### config.mk
export PLATFORM = sky130hd
export DESIGN_NAME = mem_arbiter
export DESIGN_NICKNAME = d
export VERILOG_FILES = /design/src/rtl/mem_arb_pkg.sv /design/src/rtl/mem_arb_wdog.sv /design/src/rtl/mem_arbiter.sv
export SDC_FILE = /design/constraint.sdc
export NUM_CORES = 1
export LEC_CHECK = 0
export ABC_AREA = 1
export CORE_AREA = 10 10 139 141
export DETAILED_ROUTE_END_ITERATION = 8
export DIE_AREA = 0 0 149 151
export PLACE_DENSITY = 0.68
export REMOVE_ABC_BUFFERS = 1
export SYNTH_ARGS = -nofsm -noshare
export SYNTH_HDL_FRONTEND = slang
export SYNTH_SLANG_ARGS = --single-unit
### constraint.sdc
create_clock -name clk_i -period 2.2 [get_ports clk_i]
set_input_delay 0.22 -clock clk_i [delete_from_list [all_inputs] [get_ports clk_i]]
set_output_delay 0.22 -clock clk_i [all_outputs]
set_load 0.03 [all_outputs]
### src/rtl/mem_arb_pkg.sv
// mem_arb_pkg: shared types and constants for the fetch/data memory arbiter
package mem_arb_pkg;
    typedef enum logic [1:0] {IDLE, DM_BUSY, IF_BUSY} state_t;
    localparam int DEF_ADDR_W = 32;
    localparam int DEF_DATA_W = 32;
    localparam int WDOG_W = 4;
    localparam int WDOG_LIMIT = 15;
endpackage

### src/rtl/mem_arb_wdog.sv
// mem_arb_wdog: busy-cycle watchdog; expire when the count reaches WDOG_LIMIT while enabled
// Ports: clk_i/rst_i clock and sync reset; en counts a stalled busy cycle; clr zeroes the count;
// expire flags the cycle in which the limit is reached.
module mem_arb_wdog
    import mem_arb_pkg::*;
(
    input  logic clk_i,
    input  logic rst_i,
    input  logic en,
    input  logic clr,
    output logic expire
);
    logic [WDOG_W-1:0] cnt;
    assign expire = en & (cnt == WDOG_W'(WDOG_LIMIT));
    always_ff @(posedge clk_i) begin
        if (rst_i || clr) cnt <= '0;
        else if (en && !expire) cnt <= cnt + 1'b1;
    end
endmodule

### src/rtl/mem_arbiter.sv
// mem_arbiter: two-port (fetch/data) arbiter onto one unified memory port with anti-starvation
// Ports: clk_i/rst_i clock and sync active-high reset; if_* fetch requester; dm_* data requester;
// mem_* unified memory master; stall_o pipeline freeze; err_o watchdog timeout pulse.
// Build option: define MEM_ARB_TIMEOUT_EN to add the busy watchdog; otherwise err_o is tied low.
module mem_arbiter
    import mem_arb_pkg::*;
#(
    parameter int ADDR_W = DEF_ADDR_W,
    parameter int DATA_W = DEF_DATA_W,
    parameter int STARVE_LIMIT = 4
) (
    input  logic              clk_i,
    input  logic              rst_i,
    input  logic              if_req_i,
    input  logic [ADDR_W-1:0] if_addr_i,
    output logic [DATA_W-1:0] if_rdata_o,
    output logic              if_ack_o,
    input  logic              dm_req_i,
    input  logic              dm_we_i,
    input  logic [ADDR_W-1:0] dm_addr_i,
    input  logic [DATA_W-1:0] dm_wdata_i,
    output logic [DATA_W-1:0] dm_rdata_o,
    output logic              dm_ack_o,
    output logic              mem_req_o,
    output logic              mem_we_o,
    output logic [ADDR_W-1:0] mem_addr_o,
    output logic [DATA_W-1:0] mem_wdata_o,
    input  logic [DATA_W-1:0] mem_rdata_i,
    input  logic              mem_ack_i,
    output logic              stall_o,
    output logic              err_o
);
    localparam int SW = $clog2(STARVE_LIMIT + 1);
    state_t state, state_n;
    logic [SW-1:0] starve_cnt;
    logic [ADDR_W-1:0] cap_addr;
    logic [DATA_W-1:0] cap_wdata;
    logic cap_we, busy, dm_elig, if_elig, force_if, grant_dm, grant_if, expire, done;

    assign busy = state != IDLE;
    // a requester whose ack is showing is the one being retired, so it cannot win again this cycle
    assign dm_elig = dm_req_i & ~dm_ack_o;
    assign if_elig = if_req_i & ~if_ack_o;
    assign force_if = dm_elig & if_elig & (starve_cnt == SW'(STARVE_LIMIT));
    assign grant_dm = (state == IDLE) & dm_elig & ~force_if;
    assign grant_if = (state == IDLE) & if_elig & (~dm_elig | force_if);
    assign done = busy & (mem_ack_i | expire);

    assign mem_req_o = busy;
    assign mem_we_o = busy & cap_we;
    assign mem_addr_o = cap_addr;
    assign mem_wdata_o = cap_wdata;
    assign stall_o = (if_req_i & ~if_ack_o) | (dm_req_i & ~dm_ack_o);

`ifdef MEM_ARB_TIMEOUT_EN
    mem_arb_wdog u_wdog (
        .clk_i (clk_i),
        .rst_i (rst_i),
        .en    (busy & ~mem_ack_i),
        .clr   (~busy),
        .expire(expire)
    );
    always_ff @(posedge clk_i) err_o <= ~rst_i & expire;
`else
    assign expire = 1'b0;
    assign err_o = 1'b0;
`endif

    always_comb begin
        state_n = grant_dm ? DM_BUSY : grant_if ? IF_BUSY : done ? IDLE : state;
    end

    always_ff @(posedge clk_i) begin
        if (rst_i) state <= IDLE;
        else state <= state_n;
    end

    always_ff @(posedge clk_i) begin
        if (rst_i) begin
            starve_cnt <= '0;
            cap_addr <= '0;
            cap_we <= 1'b0;
            cap_wdata <= '0;
            if_ack_o <= 1'b0;
            dm_ack_o <= 1'b0;
            if_rdata_o <= '0;
            dm_rdata_o <= '0;
        end else begin
            if_ack_o <= done & (state == IF_BUSY);
            dm_ack_o <= done & (state == DM_BUSY);
            if (grant_if) starve_cnt <= '0;
            else if (grant_dm && if_req_i && starve_cnt != SW'(STARVE_LIMIT)) starve_cnt <= starve_cnt + 1'b1;
            if (grant_dm) begin
                cap_addr <= dm_addr_i;
                cap_we <= dm_we_i;
                cap_wdata <= dm_wdata_i;
            end else if (grant_if) begin
                cap_addr <= if_addr_i;
                cap_we <= 1'b0;
                cap_wdata <= '0;
            end
            // a watchdog expiry returns zero data rather than whatever the bus holds
            if (done && state == DM_BUSY) dm_rdata_o <= mem_ack_i ? mem_rdata_i : '0;
            if (done && state == IF_BUSY) if_rdata_o <= mem_ack_i ? mem_rdata_i : '0;
        end
    end
endmodule

# Yosys cells after proc, flatten, opt, wreduce, memory -nomap -nowiden
# Index checks and enable logic that the tools add are counted.
[word_totals] regBits=136 elab_cells=54 output_inout_bits=134
[classes] n_eq_ne=4 add_sub_neg=1 bitwise_logic=18 mux=10 n_reduce_logical=11
[op_table] op="$mux W32" count=5
[op_table] op="$and A1 B1 Y1" count=12
[op_table] op="$reduce_bool A2 Y1" count=3
[op_table] op="$logic_and A1 B1 Y1" count=4
[op_table] op="$mux W2" count=2
[op_table] op="$not A1 Y1" count=4
[op_table] op="$reduce_or A2 Y1" count=2
[op_table] op="$add A3 B1 Y3 const B" count=1
[op_table] op="$eq A3 B3 Y1 const B" count=1
[op_table] op="$mux W1" count=3
[op_table] op="$ne A3 B3 Y1 const B" count=1
[op_table] op="$reduce_bool A3 Y1" count=1
[op_table] op="$eq A2 B1 Y1 const B" count=1
[op_table] op="$eq A2 B2 Y1 const B" count=1
[op_table] op="$logic_not A2 Y1" count=1
[op_table] op="$or A1 B1 Y1" count=2

# Depth between registers and ports, before layout
# Gate-level depths: netlist of the first run.
[logic_depth] ltp_word=8 mapped_depth=10 depth_no_buf=9

# Worst setup path before layout of the first run
# OpenSTA, ideal clock, no wires.
[synth_timing] kind="flip-flop to flip-flop" from="register starve_cnt[0]" to="register cap_addr[10], in the netlist mem_addr_o[10]" setup_slack_ps=741 n_path_buf=1 stages_incl_launch_ff=10 setup_time_ps=113 arrival_ps=1345 t_required_ps=2087 cell_sequence="dfxtp_1 -> inv_1 -> ha_1 -> nand2_1 -> inv_1 -> nand2_1 -> clkbuf_1 -> nand4_1 -> nand3_1 -> nor2_1"
[synth_between] elab_chain_cells=5 word_cells_on_any_way=8
[synth_lines] item="from (decl)" line="mem_arbiter.sv:35" source="logic [SW-1:0] starve_cnt;"
[synth_lines] item="from (signal assigned)" line="mem_arbiter.sv:92" source="else if (grant_dm && if_req_i && starve_cnt != SW'(STARVE_LIMIT)) starve_cnt <= starve_cnt + 1'b1;"
[synth_lines] item="$eq A3 B3 Y1 *" line="mem_arbiter.sv:44" source="assign force_if = dm_elig & if_elig & (starve_cnt == SW'(STARVE_LIMIT));"
[synth_lines] item="$and A1 B1 Y1 *" line="mem_arbiter.sv:44"
[synth_lines] item="$or A1 B1 Y1 / $not A1 Y1 (equally long branches)" line="mem_arbiter.sv:46, mem_arbiter.sv:45"
[synth_lines] item="$and A1 B1 Y1 (on tied branches)" line="mem_arbiter.sv:46, mem_arbiter.sv:45"
[synth_lines] item="$reduce_bool A2 Y1 (no line) / $mux W32 (equally long branches)"
[synth_lines] item="to (signal assigned)" line="mem_arbiter.sv:94" source="cap_addr <= dm_addr_i;"
[synth_lines] item="to (signal assigned)" line="mem_arbiter.sv:98" source="cap_addr <= if_addr_i;"
[synth_lines] item="to (decl)" line="mem_arbiter.sv:36" source="logic [ADDR_W-1:0] cap_addr;"
# Every way passes the cells marked *; elsewhere a longest branch is shown, timed or not.
# A chain may end at the register's enable or synchronous reset.

# Final worst setup path of the first run
[layout_timing] from="register state[0]" to="output port mem_we_o"
[layout_between] elab_chain_cells=2
[layout_lines] item="from (decl)" line="mem_arbiter.sv:34" source="state_t state, state_n;"
[layout_lines] item="from (signal assigned)" line="mem_arbiter.sv:75" source="else state <= state_n;"
[layout_lines] item="$reduce_bool A2 Y1" line="mem_arbiter.sv:40" source="assign busy = state != IDLE;"
[layout_lines] item="$and A1 B1 Y1" line="mem_arbiter.sv:50" source="assign mem_we_o = busy & cap_we;"
[layout_lines] item="to (decl)" line="mem_arbiter.sv:25" source="output logic mem_we_o,"
# No other way between the ends.

==> metrics, run 1 <==
WP data required approximately 2.0 ns; Port Buffers approximately 270; flops & latches, synth between 100 and 150; Avg Inst Size Synth 7.35 µm²; maximum root-to-sink buffer count 2; yosys synthesis warning count 0; DR WL/cell around 16 µm; Synth-to-Final Area Change 62.4%; TritonCTS Buffers 17; DRC 0; crit path max fanout 19; Final Instance Area 9010 µm²; final-stage net count between 1000 and 1500; 1st-iter DRT viols slightly below 300; outcome completed; setup ws final slightly above 0.09 ns; clock latency on the worst-skew pair slightly above 0.4 ns; layout cells sized above 1 around 6%; Root Driver clkbuf_16; first-pass GRT wire length about 30 mm; Post-Route WL 19.4 mm; core area 16500 µm²; grt ovf 0; CP Data Arrival Time 1.89 ns; GRT Total Usage between 15 and 20%; initial antenna violation count 0; drt first pass iters 5; antenna cell count 0; Slew Viols, Final 0; die width around 150 µm; Final setup viols 0; Yosys cell types 26; count of boundary I/O pins about 270; Die H roughly 150 µm; number of global-route vias before repair 5448; CTS H-tree lvls 4; Cells after Synth around 760; Final ANT Viol Nets 0; minimum clock period 2.11 ns; GPL Wtd Cong 0.775; placed cell count ~1200; Pleak about 4.0 nW; DR vias 5668; RSZ-0062 raised after global routing no; largest net degree at the start of global routing between 80 and 90; FMAX around 470 MHz; Resized cells post-CTS 0; CTS Hold Bufs 0; RR Startpoint state[0]; cell area after synthesis 5550 µm²; crit share post-route between 90% and 100%; Critical Path Start state[0]; Final Hold Violating Endpoints 0; post-synthesis sequential area ratio between 40% and 50%; final std cells w/o fill ~1200; placed instance area 8410 µm²; max_cap viols 0; crit start category flip-flop; VDD IR max between 0.5 and 0.6 mV; Cell Rows 47; HP Start dm_wdata_i[13]; WS Path Type flip-flop to output pin; Layout Skew 0.00894 ns; CP Capture Type output pin; Reg clk slew, reported paths ~0.060 ns; pre-CTS setup slack 0.369 ns; CTS sink cnt 136; Post-CTS Setup Bufs 0; CTS tree built; initial core utilization roughly 34%; PwrDens roughly 790 nW/µm²; min-delay worst type input pin to flip-flop; total die area 22500 µm²; WHS ~0.34 ns; routed vias/inst 4.59; Final HPWL DP 14.0 mm; Sum Neg Setup Slack 0 ns
==> synthesized netlist by cell type <==
| cell type | number | area share (%) |
|---|---|---|
| nor2_4 | 2 | 0.41 |
| nand3_2 | 3 | 0.54 |
| buf_4 | 9 | 1.2 |
| nor2_8 | 2 | 0.72 |
| nor2_1 | 65 | 4.4 |
| nand4_1 | 35 | 3.9 |
| buf_1 | 1 | 0.068 |
| o21ai_2 | 1 | 0.16 |
| nand3_1 | 129 | 12 |
| buf_2 | 23 | 2.1 |
| nand2_2 | 1 | 0.11 |
| inv_2 | 3 | 0.20 |
| o21ai_0 | 30 | 2.7 |
| inv_1 | 109 | 7.4 |
| xor2_1 | 1 | 0.16 |
| nand2_1 | 144 | 9.7 |
| ha_1 | 2 | 0.45 |
| clkbuf_1 | 15 | 1.0 |
| clkbuf_4 | 1 | 0.14 |
| a21oi_1 | 37 | 3.3 |
| clkbuf_2 | 1 | 0.090 |
| conb_1 | 1 | 0.068 |
| o21ai_1 | 2 | 0.18 |
| inv_4 | 1 | 0.11 |
| dfxtp_1 | 136 | 49 |
| nor2_2 | 1 | 0.11 |
==> report_power, final <==
part | total (mW) | internal [mW] | leakage [nW] | switching (mW)
sequential | 2.72 | 2.63 | 1.11 | 0.0891
combinational | 1.47 | 0.647 | 2.56 | 0.821
clock | 2.94 | 1.83 | 0.291 | 1.11
==> metal layers <==
layer / wire length, µm / global-route usage [%]
met5: 0 / 0
met1: 8060 / 19.6
met4: 413 / 5.99
met2: 9000 / 26.5
met3: 1930 / 7.10
==> worst max-delay path, cell delays in order (launching register included) <==
cell             delay (ns)
dfxtp_1                0.52
nor2_8                 0.14
nor2_1                 0.11
clkdlybuf4s50_1        0.69
==> area by class of cell <==
cell class / instances / area, µm²
clock buffer: 19 / 453
sequential: 136 / 2720
tap: 220 / 275
inverter: 113 / 429
timing repair buffer: 279 / 2840
fill: 1550 / 7450
clock inverter: 12 / 150
multi-input combinational: 456 / 2150
==> placed cells by master, fill, tap and decap left out <==
cell             instances
a21oi_1                 37
buf_12                   6
buf_4                    8
bufinv_16                3
clkbuf_16               17
clkbuf_8                 2
clkdlybuf4s50_1        264
clkinv_2                 4
clkinv_4                 1
clkinvlp_4               3
conb_1                   1
dfxtp_1                135
dfxtp_2                  1
dlymetal6s2s_1           1
ha_1                     2
inv_1                  108
inv_2                    3
inv_4                    2
inv_6                    1
nand2_1                144
nand2_2                  1
nand3_1                129
nand3_2                  3
nand4_1                 35
nor2_1                  65
nor2_2                   1
nor2_4                   2
nor2_8                   2
o21ai_0                 30
o21ai_1                  2
o21ai_2                  1
xor2_1                   1
==> state kept, by name, indices dropped and copies added (netlist names) <==
signal and count:
dm_rdata_o 32, if_rdata_o 32, mem_addr_o 32, mem_wdata_o 32
starve_cnt 3, state 2, cap_we 1, dm_ack_o 1
if_ack_o 1
==> through the flow <==
stage               utilization (%)  power (mW)
floorplan                         -        3.49
CTS                            54.7        7.22
global placement               51.0        4.24
detailed placement             51.0        4.25
finish                         54.7        7.13
global route                   54.7        7.42
==> kinds of logic (layout without fill, tap and decap cells) <==
logic type	Yosys count	in the layout	synth area share (%)
xor gates and xnor gates	1	1	0.158
and+or+nand+nor	382	382	31.6
DFF	136	136	49.1
other	1	1	0.0676
buffers and inverters	163	423	12.3
AOI/OAI and AO/OA	70	70	6.38
adders and majority gates	2	2	0.451
==> worst paths after layout <==
kind / endpoint / slack (ns) / cells after the start
worst max register to register: mem_wdata_o[31] / 0.46 / 7
worst min-delay path: mem_wdata_o[13] / 0.34 / 3
worst min register to register: if_rdata_o[6] / 0.44 / 2
worst max-delay path: mem_we_o / 0.09 / 3
Power figures use the tool's default switching activity.
==> inputs of run 2 (changes only) <==
- ABC_AREA: 1 -> unset
- CORE_AREA: 10 10 139 141 -> 10 10 138 140
- CTS_BUF_LIST: unset -> sky130_fd_sc_hd__clkbuf_16
- DIE_AREA: 0 0 149 151 -> 0 0 148 150
- PLACE_DENSITY: 0.68 -> 0.69
==> run 2 against run 1 <==
Compared with the run above: utilization about the same; sequential share of layout area increased by 0.19 points; global-route usage increased by 0.92 points; total power increased by 1.4%; via count decreased by 6.4%; hold slack got worse by 0.16 ns; critical endpoint unchanged; largest power group unchanged.
==> metrics, run 2 <==
FMAX 486 MHz; Yosys cell types 35; first-pass GRT wire length approximately 30 mm; top post-synthesis cells by area dfxtp_1, nand2_1, a2111oi_2; initial core utilization about a third; WS Path Type flip-flop to output pin; placed cell count slightly above 1000; Critical Path Max Stage Delay roughly 0.46 ns; flops & latches, synth roughly 140; Die H around 150 µm; Synth-to-Final Area Change 64.2%; number of synthesized flops with an enable pin 0; Core Util, Final around 55%; Port Buffers ~270; DRC 0; routed vias/inst around 5; DR WL/cell 18.9 µm; total die area between 20000 and 25000 µm²; Worst-Margin Slew ~1.1 ns; minimum clock period approximately 2.1 ns; Slew Limit Headroom slightly below 30%; asr flop ratio synth 0%; 1st-iter DRT viols 259; crit share post-route roughly 94%; Layout Skew between 0.009 and 0.01 ns; post-synth top area cell dfxtp_1; DR vias 5304; slowest cell on the critical path dfxtp_1; drt first pass iters 4; fillcell total 1558; most frequent cells in the layout clkdlybuf4s50_1, dfxtp_1, nand2_1; count of boundary I/O pins 268; Resized cells post-CTS 0; WP data required approximately 2.0 ns; commonest non-fill, non-tap cell in the layout clkdlybuf4s50_1; layout cells sized above 1 about a tenth; CP Capture Type output pin; Post-Route WL around 20 mm; maximum root-to-sink buffer count 2; Avg Inst Size Synth slightly above 9 µm²; number of global-route vias before repair between 5000 and 6000; crit path max fanout 34; final-stage net count about 970; largest net degree at the start of global routing 87; WHS roughly 0.19 ns; CP bufs+invs 2; CTS Hold Bufs 0; list of most frequent post-synthesis cells dfxtp_1, nand2_1, a21oi_1; CTS sink cnt between 100 and 150; Post-CTS Setup Bufs 0; Synth top area share between 40% and 50%; most used cell, CP buf_4; VDD IR max 0.457 mV; Hold Crit Depth 2; RSZ-0062 raised after global routing no; GPL Wtd Cong 0.771; die width between 100 and 150 µm; CTS H-tree lvls 4; cell area after synthesis 5450 µm²; FF-to-FF setup slack a little under 0.4 ns; CTS tree built; GRT Total Usage between 10% and 20%; Final HPWL DP 14.1 mm; Final ANT Viol Nets 0; Largest delay share family, worst path buffers and inverters; grt ovf 0; Slew Viols, Final 0; Root Driver clkbuf_16; TritonCTS Buffers 17; initial antenna violation count 0; Worst Reg-to-Reg Cells 4; Reg clk slew, reported paths 0.06 ns; min-delay worst type input pin to flip-flop; Pleak about 3 nW; pre-CTS setup slack 0.124 ns; CP Data Arrival Time ~1.8 ns; crit start category flip-flop; clock latency on the worst-skew pair 0.41 ns; antenna cell count 0; top-count cell post-synth dfxtp_1; hold endpoint if_ack_o; Cell Rows 47; crit path cell chain or2_1, buf_4, and2_1, buf_4; yosys synthesis warning count 0; outcome completed; HP Start rst_i; core area approximately 16000 µm²; PwrDens a little over 800 nW/µm²; RR Startpoint state[0]; final std cells w/o fill between 1000 and 1500; Final Hold Violating Endpoints 0; post-synthesis sequential area ratio between 40% and 50%; max_cap viols 0; Cells after Synth approximately 590; setup ws final about 0.14 ns; Final setup viols 0; top_reg_cell synth dfxtp_1; Worst R2R End mem_addr_o[1]
## run 2: area by class of cell
class                   instances  area, µm²  share of cell area (%)
clock buffers                  17        425                    4.75
repair buffers                281       2880                    32.2
clock inverters                15        199                    2.22
flip-flops and latches        136       2720                    30.4
inverters                      36        135                    1.51
well taps                     220        275                    3.08
multi-input cells             359       2310                    25.8
## run 2: cells by family (layout without fill, tap and decap cells)
group | count (synthesis) | after routing | synth area share (%)
buffers and inverters | 99 | 349 | 7.67
AOI/OAI and AO/OA | 172 | 172 | 26.1
and+or+nand+nor | 184 | 184 | 15.8
DFF | 136 | 136 | 50.0
adders and majority gates | 2 | 2 | 0.459
other | 1 | 1 | 0.0688
## run 2: how the worst max path moves through the flow
stage | from | to | slack (ns) | cells past startpoint
6_report | state[0] | mem_we_o | 0.14 | 4
5_1_grt | state[1] | mem_we_o | 0.03 | 4
4_1_cts | state[0] | mem_we_o | 0.12 | 4
3_5_place_dp | if_req_i | mem_addr_o[22] | 0.12 | 5
3_3_place_gp | if_req_i | mem_addr_o[28] | 0.20 | 5
2_1_floorplan | dm_ack_o | mem_addr_o[0] | -1.10 | 3
## run 2: per-layer routing
| layer | GRT usage [%] | wire (µm) | vias up |
|---|---|---|---|
| li1 | - | - | 2620 |
| met4 | 5.25 | 308 | 0 |
| met3 | 9.15 | 2290 | 16 |
| met1 | 21.1 | 8540 | 2452 |
| met5 | 0 | 0 | - |
| met2 | 26.7 | 9020 | 216 |
## run 2: power by group
group,internal [mW],total (mW),switching (mW)
clock network,1.90,3.01,1.11
registers,2.63,2.71,0.0839
logic,0.686,1.51,0.821
total,5.21,7.23,2.02
## run 2: stage by stage
stage               area, µm²  setup TNS [ns]  total power, mW
global route             8950               0             7.53
finish                   8950               0             7.23
detailed placement       8330               0             4.28
floorplan                5170          -63.47             3.48
CTS                      8950               0             7.32
global placement         8330               0             4.27
